**src/rtl/ex_stage.sv**
```systemverilog
// ex_stage: MIPS execute stage with ALU, HI/LO registers and a 32-cycle iterative divider
// Ports:
//   clk, rst          - clock and synchronous active-high reset
//   stall             - pipeline stall vector (bit 2 = EX, bit 3 = MEM; 1 = stop)
//   id_to_ex_bus      - decoded instruction from the decode stage
//   ex_to_mem_bus     - {pc, data_ram_en, data_ram_wen, sel_rf_res, rf_we, rf_waddr, ex_result}
//   ex_to_rf_bus      - {rf_we, rf_waddr, ex_result} forwarded back to decode
//   ex_is_load        - registered instruction is a load
//   stallreq_for_ex   - freeze request while a divide is starting or in flight
//   data_sram_*       - data SRAM request driven from the registered instruction
module ex_stage #(
    parameter int ID_TO_EX_WD  = 159,
    parameter int EX_TO_MEM_WD = 76,
    parameter int EX_TO_RF_WD  = 38,
    parameter int StallBus     = 6
) (
    input  logic                    clk,
    input  logic                    rst,
    input  logic [StallBus-1:0]     stall,
    input  logic [ID_TO_EX_WD-1:0]  id_to_ex_bus,
    output logic [EX_TO_MEM_WD-1:0] ex_to_mem_bus,
    output logic [EX_TO_RF_WD-1:0]  ex_to_rf_bus,
    output logic                    ex_is_load,
    output logic                    stallreq_for_ex,
    output logic                    data_sram_en,
    output logic [3:0]              data_sram_wen,
    output logic [31:0]             data_sram_addr,
    output logic [31:0]             data_sram_wdata
);
    localparam logic [1:0] IDLE = 2'd0, BUSY = 2'd1, DONE = 2'd2;
    logic [ID_TO_EX_WD-1:0] id_ex_q, id_ex_d;
    logic [31:0] pc, inst, rdata1, rdata2;
    logic [11:0] alu_op;
    logic [2:0]  sel_src1;
    logic [3:0]  sel_src2, ram_wen;
    logic        ram_en, rf_we, sel_rf_res;
    logic [4:0]  rf_waddr;
    assign {pc, inst, alu_op, sel_src1, sel_src2, ram_en, ram_wen, rf_we, rf_waddr, sel_rf_res,
            rdata1, rdata2} = id_ex_q;
    logic [31:0] op1, op2, alu_res, ex_result;
    assign op1 = ({32{sel_src1[0]}} & rdata1) | ({32{sel_src1[1]}} & pc)
               | ({32{sel_src1[2]}} & {27'b0, inst[10:6]});
    assign op2 = ({32{sel_src2[0]}} & rdata2) | ({32{sel_src2[1]}} & {{16{inst[15]}}, inst[15:0]})
               | ({32{sel_src2[2]}} & 32'd8) | ({32{sel_src2[3]}} & {16'b0, inst[15:0]});
    assign alu_res = ({32{alu_op[11]}} & (op1 + op2))
                   | ({32{alu_op[10]}} & (op1 - op2))
                   | ({32{alu_op[9]}}  & {31'b0, $signed(op1) < $signed(op2)})
                   | ({32{alu_op[8]}}  & {31'b0, op1 < op2})
                   | ({32{alu_op[7]}}  & (op1 & op2))
                   | ({32{alu_op[6]}}  & ~(op1 | op2))
                   | ({32{alu_op[5]}}  & (op1 | op2))
                   | ({32{alu_op[4]}}  & (op1 ^ op2))
                   | ({32{alu_op[3]}}  & (op2 << op1[4:0]))
                   | ({32{alu_op[2]}}  & (op2 >> op1[4:0]))
                   | ({32{alu_op[1]}}  & $unsigned($signed(op2) >>> op1[4:0]))
                   | ({32{alu_op[0]}}  & {op2[15:0], 16'b0});
    logic sp, is_mfhi, is_mflo, is_mthi, is_mtlo, is_div, div_op;
    assign sp      = inst[31:26] == 6'b0;
    assign is_mfhi = sp && inst[5:0] == 6'b010000;
    assign is_mflo = sp && inst[5:0] == 6'b010010;
    assign is_mthi = sp && inst[5:0] == 6'b010001;
    assign is_mtlo = sp && inst[5:0] == 6'b010011;
    assign is_div  = sp && inst[5:0] == 6'b011010;
    assign div_op  = is_div || (sp && inst[5:0] == 6'b011011);
    logic [1:0]  st_q, st_d;
    logic [4:0]  cnt_q, cnt_d;
    logic [31:0] rem_q, rem_d, quo_q, quo_d, dvs_q, dvs_d, hi_q, hi_d, lo_q, lo_d;
    logic        nq_q, nq_d, nr_q, nr_d;
    logic        div_load, div_zero, div_fin;
    // Magnitudes for the unsigned core; signs are reapplied when the result is written.
    logic        a_neg, b_neg;
    logic [31:0] mag_a, mag_b;
    assign a_neg = is_div && rdata1[31];
    assign b_neg = is_div && rdata2[31];
    assign mag_a = a_neg ? -rdata1 : rdata1;
    assign mag_b = b_neg ? -rdata2 : rdata2;
    // Restoring step: the shifted partial remainder never exceeds 2*divisor-1, so bit 32 of
    // the difference is a reliable borrow flag.
    logic [32:0] shifted, diff;
    logic [31:0] step_rem, step_quo;
    assign shifted  = {rem_q, quo_q[31]};
    assign diff     = shifted - {1'b0, dvs_q};
    assign step_rem = diff[32] ? shifted[31:0] : diff[31:0];
    assign step_quo = {quo_q[30:0], ~diff[32]};
    always_ff @(posedge clk) begin
        if (rst) st_q <= IDLE;
        else     st_q <= st_d;
    end
    always_comb begin
        st_d = st_q;
        case (st_q)
            IDLE:    st_d = div_op ? (rdata2 == 32'b0 ? DONE : BUSY) : IDLE;
            BUSY:    st_d = cnt_q == 5'd31 ? DONE : BUSY;
            DONE:    st_d = stall[2] ? DONE : IDLE;
            default: st_d = IDLE;
        endcase
    end
    always_comb begin
        stallreq_for_ex = (st_q == IDLE && div_op) || st_q == BUSY;
        div_load        = st_q == IDLE && div_op && rdata2 != 32'b0;
        div_zero        = st_q == IDLE && div_op && rdata2 == 32'b0;
        div_fin         = st_q == BUSY && cnt_q == 5'd31;
    end
    always_comb begin
        id_ex_d = (stall[2] && !stall[3]) ? '0 : !stall[2] ? id_to_ex_bus : id_ex_q;
        cnt_d   = div_load ? 5'd0 : st_q == BUSY ? cnt_q + 5'd1 : cnt_q;
        rem_d   = div_load ? 32'b0 : st_q == BUSY ? step_rem : rem_q;
        quo_d   = div_load ? mag_a : st_q == BUSY ? step_quo : quo_q;
        dvs_d   = div_load ? mag_b : dvs_q;
        nq_d    = div_load ? a_neg ^ b_neg : nq_q;
        nr_d    = div_load ? a_neg : nr_q;
        hi_d    = div_zero ? rdata1 : div_fin ? (nr_q ? -step_rem : step_rem)
                : (!stall[2] && is_mthi) ? rdata1 : hi_q;
        lo_d    = div_zero ? 32'hFFFF_FFFF : div_fin ? (nq_q ? -step_quo : step_quo)
                : (!stall[2] && is_mtlo) ? rdata1 : lo_q;
    end
    always_ff @(posedge clk) begin
        if (rst) begin
            id_ex_q <= '0;
            cnt_q   <= '0;
            rem_q   <= '0;
            quo_q   <= '0;
            dvs_q   <= '0;
            nq_q    <= 1'b0;
            nr_q    <= 1'b0;
            hi_q    <= '0;
            lo_q    <= '0;
        end else begin
            id_ex_q <= id_ex_d;
            cnt_q   <= cnt_d;
            rem_q   <= rem_d;
            quo_q   <= quo_d;
            dvs_q   <= dvs_d;
            nq_q    <= nq_d;
            nr_q    <= nr_d;
            hi_q    <= hi_d;
            lo_q    <= lo_d;
        end
    end
    assign ex_result       = is_mfhi ? hi_q : is_mflo ? lo_q : alu_res;
    assign ex_to_mem_bus   = {pc, ram_en, ram_wen, sel_rf_res, rf_we, rf_waddr, ex_result};
    assign ex_to_rf_bus    = {rf_we, rf_waddr, ex_result};
    assign ex_is_load      = sel_rf_res;
    assign data_sram_en    = ram_en;
    assign data_sram_wen   = ram_wen;
    assign data_sram_addr  = alu_res;
    assign data_sram_wdata = rdata2;
    logic unused_bits;
    assign unused_bits = ^{stall[5:4], stall[1:0], inst[25:16]};
endmodule

```
**config.mk**
```make
export PLATFORM = sky130hd
export DESIGN_NAME = ex_stage
export DESIGN_NICKNAME = d
export VERILOG_FILES = /design/src/rtl/ex_stage.sv
export SDC_FILE = /design/constraint.sdc
export NUM_CORES = 2
export LEC_CHECK = 0
export BUFFER_PORTS_ARGS = -buffer_cell sky130_fd_sc_hd__clkbuf_2
export CORE_MARGIN = 2
export CORE_UTILIZATION = 53
export CTS_CLUSTER_SIZE = 10
export DETAILED_ROUTE_END_ITERATION = 16
export PLACE_DENSITY = 0.74
export SLEW_MARGIN = 20
export SYNTH_ARGS = -nofsm -noshare
export SYNTH_HDL_FRONTEND = slang
export SYNTH_SLANG_ARGS = --single-unit
export TNS_END_PERCENT = 20
```
**constraint.sdc**
```tcl
create_clock -name clk -period 7.9 [get_ports clk]
set_input_delay 0.79 -clock clk [delete_from_list [all_inputs] [get_ports clk]]
set_output_delay 0.79 -clock clk [all_outputs]
set_load 0.02 [all_outputs]
```
Yosys cells after proc, flatten, opt, wreduce, memory -nomap -nowiden:

Cells that the tools add are included.

* output and inout port bits: 185
* flip-flop bits (word level): 328
* bits of input ports: 167

* bitwise operators: 40
* eq/ne operators: 9
* muxes and demuxes: 20
* shift operators: 3
* reduce and logical (&&, ||, !) cells: 28
* order comparisons: 2
* add/subtract/negate cells: 8

Operators by type and width (count)
* 32-bit bitwise OR: 16
* 32-bit AND: 15
* 32-bit 2-to-1 mux: 15
* 32-bit negator: 4
* 32-bit by 1-bit AND with 32-bit output: 2
* 32-bit less-than comparator: 2
* 6-bit by 5-bit == test with 1-bit output (second input constant): 6
* 33-bit by 32-bit subtractor with 33-bit output: 1
* 32-bit adder: 1
* 32-bit by 16-bit AND with 32-bit output: 1
* 32-bit by 5-bit AND with 32-bit output: 1
* 32-bit zero test: 1
* 32-bit inverter: 1
* 32-bit by 4-bit bitwise OR with 32-bit output: 1
* 32-bit nonzero test: 1
* 32-bit by 5-bit << shifter with 32-bit output: 1
* 32-bit by 5-bit >> shifter with 32-bit output: 1
* 32-bit by 5-bit >>> shifter with 32-bit output: 1
* 32-bit subtractor: 1
* 32-bit XOR: 1
* 1-bit logical AND: 15
* 2-bit 2-to-1 mux: 4
* 6-bit zero test: 1
* 2-bit one-hot mux with 3 select lines: 1
* 12 further kinds: 16

Depth between registers and ports, before layout:

* word-level depth: 19
* mapped depth: 27
* gate-level depth less buffers: 23

Worst setup path before layout:

Ideal clock, no wire load.

* path kind: register to output
* from: reg id_ex_q[80]
* to: out ex_to_rf_bus[0]
* stages on the path, launching flop included: 21
* arrival time: 5717 ps
* path slack: 1393 ps
* cells stage by stage: dfxtp_1 clkbuf_1 a222oi_1 clkbuf_1 buf_1 clkbuf_1 buf_1 ha_1 fa_1 o21bai_1 a221oi_1 o211ai_1 a221oi_1 o31a_1 o21a_1 a21oi_1 nor2b_1 nor4b_1 o41ai_1 o21a_1 buf_4

* word-level cells in the longest chain between the ends: 18
* elaborated cells on any way between the ends: 38
* those cells by class: 2 x add/sub; 2 x order compare; 3 x shift; 2 x mux; 29 x bitwise

RTL lines
* start, declared: line 31 `logic [ID_TO_EX_WD-1:0] id_ex_q, id_ex_d;`
* start signal, assigned: line 129 `id_ex_q <= id_ex_d;`
* 32-bit AND *: line 41 `assign op1 = ({32{sel_src1[0]}} & rdata1) | ({32{sel_src1[1]}} & pc)`
* 32-bit bitwise OR *: line 41
* 32-bit bitwise OR *: line 42 `| ({32{sel_src1[2]}} & {27'b0, inst[10:6]});`
* 32-bit adder / 32-bit subtractor (equally long branches): line 45, 46
* 32-bit AND (on tied branches): line 45, 46
* 32-bit bitwise OR: line 46 `| ({32{alu_op[10]}} & (op1 - op2))`
* 32-bit bitwise OR: line 47 `| ({32{alu_op[9]}} & {31'b0, $signed(op1) < $signed(op2)})`
* 32-bit bitwise OR: line 48 `| ({32{alu_op[8]}} & {31'b0, op1 < op2})`
* (+2 left out)
* 32-bit bitwise OR: line 51 `| ({32{alu_op[5]}} & (op1 | op2))`
* 32-bit bitwise OR: line 52 `| ({32{alu_op[4]}} & (op1 ^ op2))`
* 32-bit bitwise OR: line 53 `| ({32{alu_op[3]}} & (op2 << op1[4:0]))`
* 32-bit bitwise OR: line 54 `| ({32{alu_op[2]}} & (op2 >> op1[4:0]))`
* 32-bit bitwise OR *: line 55 `| ({32{alu_op[1]}} & $unsigned($signed(op2) >>> op1[4:0]))`
* 32-bit bitwise OR *: line 56 `| ({32{alu_op[0]}} & {op2[15:0], 16'b0});`
* via data_sram_addr[0]: line 27 `output logic [31:0] data_sram_addr,`
* 32-bit 2-to-1 mux * (2 in series): line 140 `assign ex_result = is_mfhi ? hi_q : is_mflo ? lo_q : alu_res;`
* end, declared: line 22 `output logic [EX_TO_RF_WD-1:0] ex_to_rf_bus,`

Mark *: on every way through the listed nets, which the timed path passes. The rest lies on a longest branch.

Final worst setup path:

* from: reg id_ex_q[77]
* to: out ex_to_mem_bus[29]

* word-level cells in the longest chain between the ends: 19
* elaborated cells on any way between the ends: 36
* those cells by class: 2 x add/sub; 3 x shift; 2 x mux; 29 x bitwise

RTL lines
* 32-bit AND *: line 43 `assign op2 = ({32{sel_src2[0]}} & rdata2) | ({32{sel_src2[1]}} & {{16{inst[15]}}, inst[15:0]})`
* 32-bit bitwise OR *: line 43
* 32-bit by 4-bit bitwise OR with 32-bit output *: line 44 `| ({32{sel_src2[2]}} & 32'd8) | ({32{sel_src2[3]}} & {16'b0, inst[15:0]});`
* 32-bit bitwise OR *: line 44
* 32-bit adder / 32-bit subtractor (equally long branches): line 45, 46
* 32-bit AND (on tied branches): line 45, 46
* 32-bit bitwise OR: line 46
* 32-bit bitwise OR: line 47
* (+2 left out)
* 32-bit bitwise OR: line 50 `| ({32{alu_op[6]}} & ~(op1 | op2))`
* 32-bit bitwise OR: line 51
* 32-bit bitwise OR: line 52
* 32-bit bitwise OR: line 53
* 32-bit bitwise OR: line 54
* 32-bit bitwise OR: line 55
* 32-bit bitwise OR *: line 56
* 32-bit 2-to-1 mux * (2 in series): line 140
* end, declared: line 21 `output logic [EX_TO_MEM_WD-1:0] ex_to_mem_bus,`

Mark *: on every way between the ends. The rest lies on a longest branch, timed or not.

==> impl_metrics.yaml <==
placed_design:
  place_area_um2: 29700
  dp.cells: 4627
  place_hpwl_um: 92500
  io_buffers: 337
  gp_congestion: 1.06
synth:
  synth_xor_area_frac: 0.0490
  netlist_top_cells_area: "dfxtp_1 (22%), mux2i_1 (11%), nor2_1 (6.2%), nand2_1 (5.9%), ha_1 (5.7%)"
  yosys_warnings: 0
  syn-num-nets: 4242
  synth-compound-area-share: 0.254
  syn-cell-area_um2: 28600
  yosysTopAreaCell: "dfxtp_1"
  ys_types: 90
  postSynthAreaPerCell_um2: 7.26
  synthMuxAreaShare: 0.120
  ys_seq_area_frac: 0.222
  synth_top_area_share: 0.222
  synth-adder-area-share: 0.0594
  synth-edff-count: 0
  synth_top_family_by_area: "compound AO/OA/AOI/OAI gates"
  async_flop_share: 0
  synth_top_flop_cell: "dfxtp_1"
  syn_inst: 3941
  yosys.area_share.simple: 0.203
  synth_seq_cells: 318
pwr:
  irDropWorstVdd_mv: 0.152
  leakagePower_nw: 13.3
  powerDensity_nw_per_um2: 151
detailed_routing:
  viasPerCell: 6.58
  vias: 30800
  drtIter0Drc: 4182
  drt.antenna.violating_nets: 0
  wl_per_cell_um: 26.1
  drc: 0
  drt-total-wl_um: 122000
  first_pass_iters: 6
final_layout:
  multiInputGateArea_um2: 19700
  final_cell_mix: "nor2_1 (474), nand2_1 (449), clkbuf_2 (335)"
  register_area_um2: 6370
  stdcell_count: 4687
  finish.instance_area_um2: 30900
  n_antenna_cell: 0
  synthToLayoutAreaGrowth_pct: 8.06
  drive_gt1_frac: 0.137
  nFillCells: 5182
  nets: 4274
  layout_commonest_cell: "nor2_1"
clock_tree:
  cts.sinks: 318
  cts_tree: "yes"
  cts_hold_buf: 0
  h-tree-depth: 2
  cts.clk_slew.worst_paths_ps: 60
  clockBufferDepth: 3
  cts_setup_buffers: 0
  cts_root_buf: "clkbuf_16"
  numCtsBuffers: 40
  cts.repair.resized: 0
  clk_latency_ps: 590
global_route:
  grt_pass1_vias: 27500
  grt_max_degree: 96
  grtUsageTotal: 0.421
  grt_antenna_before_repair: 1
  overflow: 0
  grt_pass1_wl_um: 180000
critical_path:
  crit_path_cell_trace: "or2_2 -> a22o_1 -> inv_1 -> ha_1 -> nor2b_1 -> o31a_1 -> o31ai_1 -> o211ai_1 -> or4_1 -> nand4_1 -> and2_1 -> a21oi_1 -> mux2i_1 -> a2111oi_0 -> buf_4 -> a31oi_1 -> clkbuf_2"
  required_ps: 7110
  end_kind: "output pin"
  slowest_delay_ps: 670
  path_class: "reg2out"
  reg2reg_depth: 18
  startpoint_type: "flop"
  crit_path_top_delay_cell: "dfxtp_1"
  worstPathArrival_ps: 6500
  worst-path-max-fanout: 15
sta:
  finClkSkew_ps: 32.4
  tns_ps: 0
  hold_viol: 0
  setup_viol: 0
  clock.fmax_mhz: 137
  fin_crit_ps: 7290
  rsz0062_at_grt: "false"
  worst_slew_pin_slew_ps: 1230
  min_period_over_period: 0.922
  finalMaxSlewViolations: 0
  relSlewSlack: 0.169
floorplan:
  die_w_um: 236
  start_util: 0.534
  die_h_um: 236
  rows: 85
  io_pins: 352
  dieArea_um2: 55900
  core_area_um2: 53600
hold_path:
  holdPathStages: 3
  hold_path.class: "in2reg"
run_status:
  status: "finished clean"
job:
  max_cap_viol_count: 0
synth_stat cells, types with 29 or more instances:
| library cell | number |
|---|---|
| nor2_1 | 476 |
| nand2_1 | 449 |
| dfxtp_1 | 318 |
| a21oi_1 | 310 |
| mux2i_1 | 306 |
| clkbuf_1 | 253 |
| o21ai_0 | 206 |
| inv_1 | 143 |
| ha_1 | 131 |
| buf_4 | 119 |
| xnor2_1 | 92 |
| a211oi_1 | 84 |
| nand3_1 | 82 |
| nor3_1 | 69 |
| xor2_1 | 68 |
| a22o_1 | 50 |
| a221oi_1 | 42 |
| a22oi_1 | 42 |
| o211ai_1 | 41 |
| buf_1 | 37 |
| o21a_1 | 35 |
| o31ai_1 | 35 |
| a31oi_1 | 33 |
| or3_1 | 31 |
| nand4_1 | 30 |
| a21o_1 | 29 |
power breakdown:
part           internal (W)  switching (W)  total (W)  leakage (nW)
registers           0.00164      0.0000733    0.00172          2.59
clock network      0.000983       0.000747    0.00173         0.573
logic              0.000402       0.000809    0.00121          10.2
total               0.00303        0.00163    0.00466          13.3
cells by family (layout without fill, tap and decap cells):
group,after synthesis,count (layout)
AND/OR/NAND/NOR,1314,1314
AO/OA/AOI/OAI,1105,1105
buffers and inverters,573,623
multiplexers,337,337
flip-flops,318,318
XOR/XNOR,160,160
adder cells (fa/ha/maj),134,134
final cells by class:
type                       instances  area share
tap                              696      0.0282
clock buffer                      52      0.0345
sequential                       318       0.206
clock inverter                     8     0.00384
timing repair buffer             413      0.0734
inverter                         150      0.0182
multi-input combinational       3050       0.636
per-layer routing:
metal	global-route usage	part of all wire	wire length, um
met4	0.221	0.061	7430
met3	0.100	0.13	15700
met1	0.580	0.40	49200
met5	0	0.00022	27
met2	0.608	0.41	50100
per-stage QoR:
stage | worst slack [ps] | util | power [W] | hold WS (ps)
floorplan | 1390 | - | 0.00254 | 432
global placement | 1510 | 0.555 | 0.00291 | 439
detailed placement | 1460 | 0.555 | 0.00291 | 445
CTS | 807 | 0.577 | 0.00462 | 421
global route | 433 | 0.577 | 0.00479 | 438
finish | 613 | 0.577 | 0.00466 | 428
registers in the layout (all words and copies together) (netlist names):
signal and flops:
dvs_q 32, id_ex_q 149, quo_q 32, hi_q 32, st_q 2, lo_q 32, nr_q 1, cnt_q 5
nq_q 1, rem_q 32
critical path: cells and delay by family, from the launching register on:
| kind | cells | cell delay (ps) |
|---|---|---|
| AO/OA/AOI/OAI | 7 | 2680 |
| AND/OR/NAND/NOR | 5 | 1550 |
| flip-flops | 1 | 670 |
| buffers and inverters | 3 | 650 |
| adder cells (fa/ha/maj) | 1 | 240 |
| multiplexers | 1 | 120 |
path summary, 6_finish.rpt:
kind                                  from                  endpoint  slack, ps
setup / recovery  id_ex_q[77]$_SDFFE_PP0N_         ex_to_mem_bus[29]        610
hold / removal            id_to_ex_bus[65]  id_ex_q[65]$_SDFFE_PP0N_        430
setup reg to reg    rem_q[11]$_SDFFE_PP0P_     hi_q[26]$_SDFFE_PP0P_       1400
hold reg to reg      dvs_q[3]$_SDFFE_PP0P_     dvs_q[3]$_SDFFE_PP0P_        460
Power figures use the tool's default switching activity.
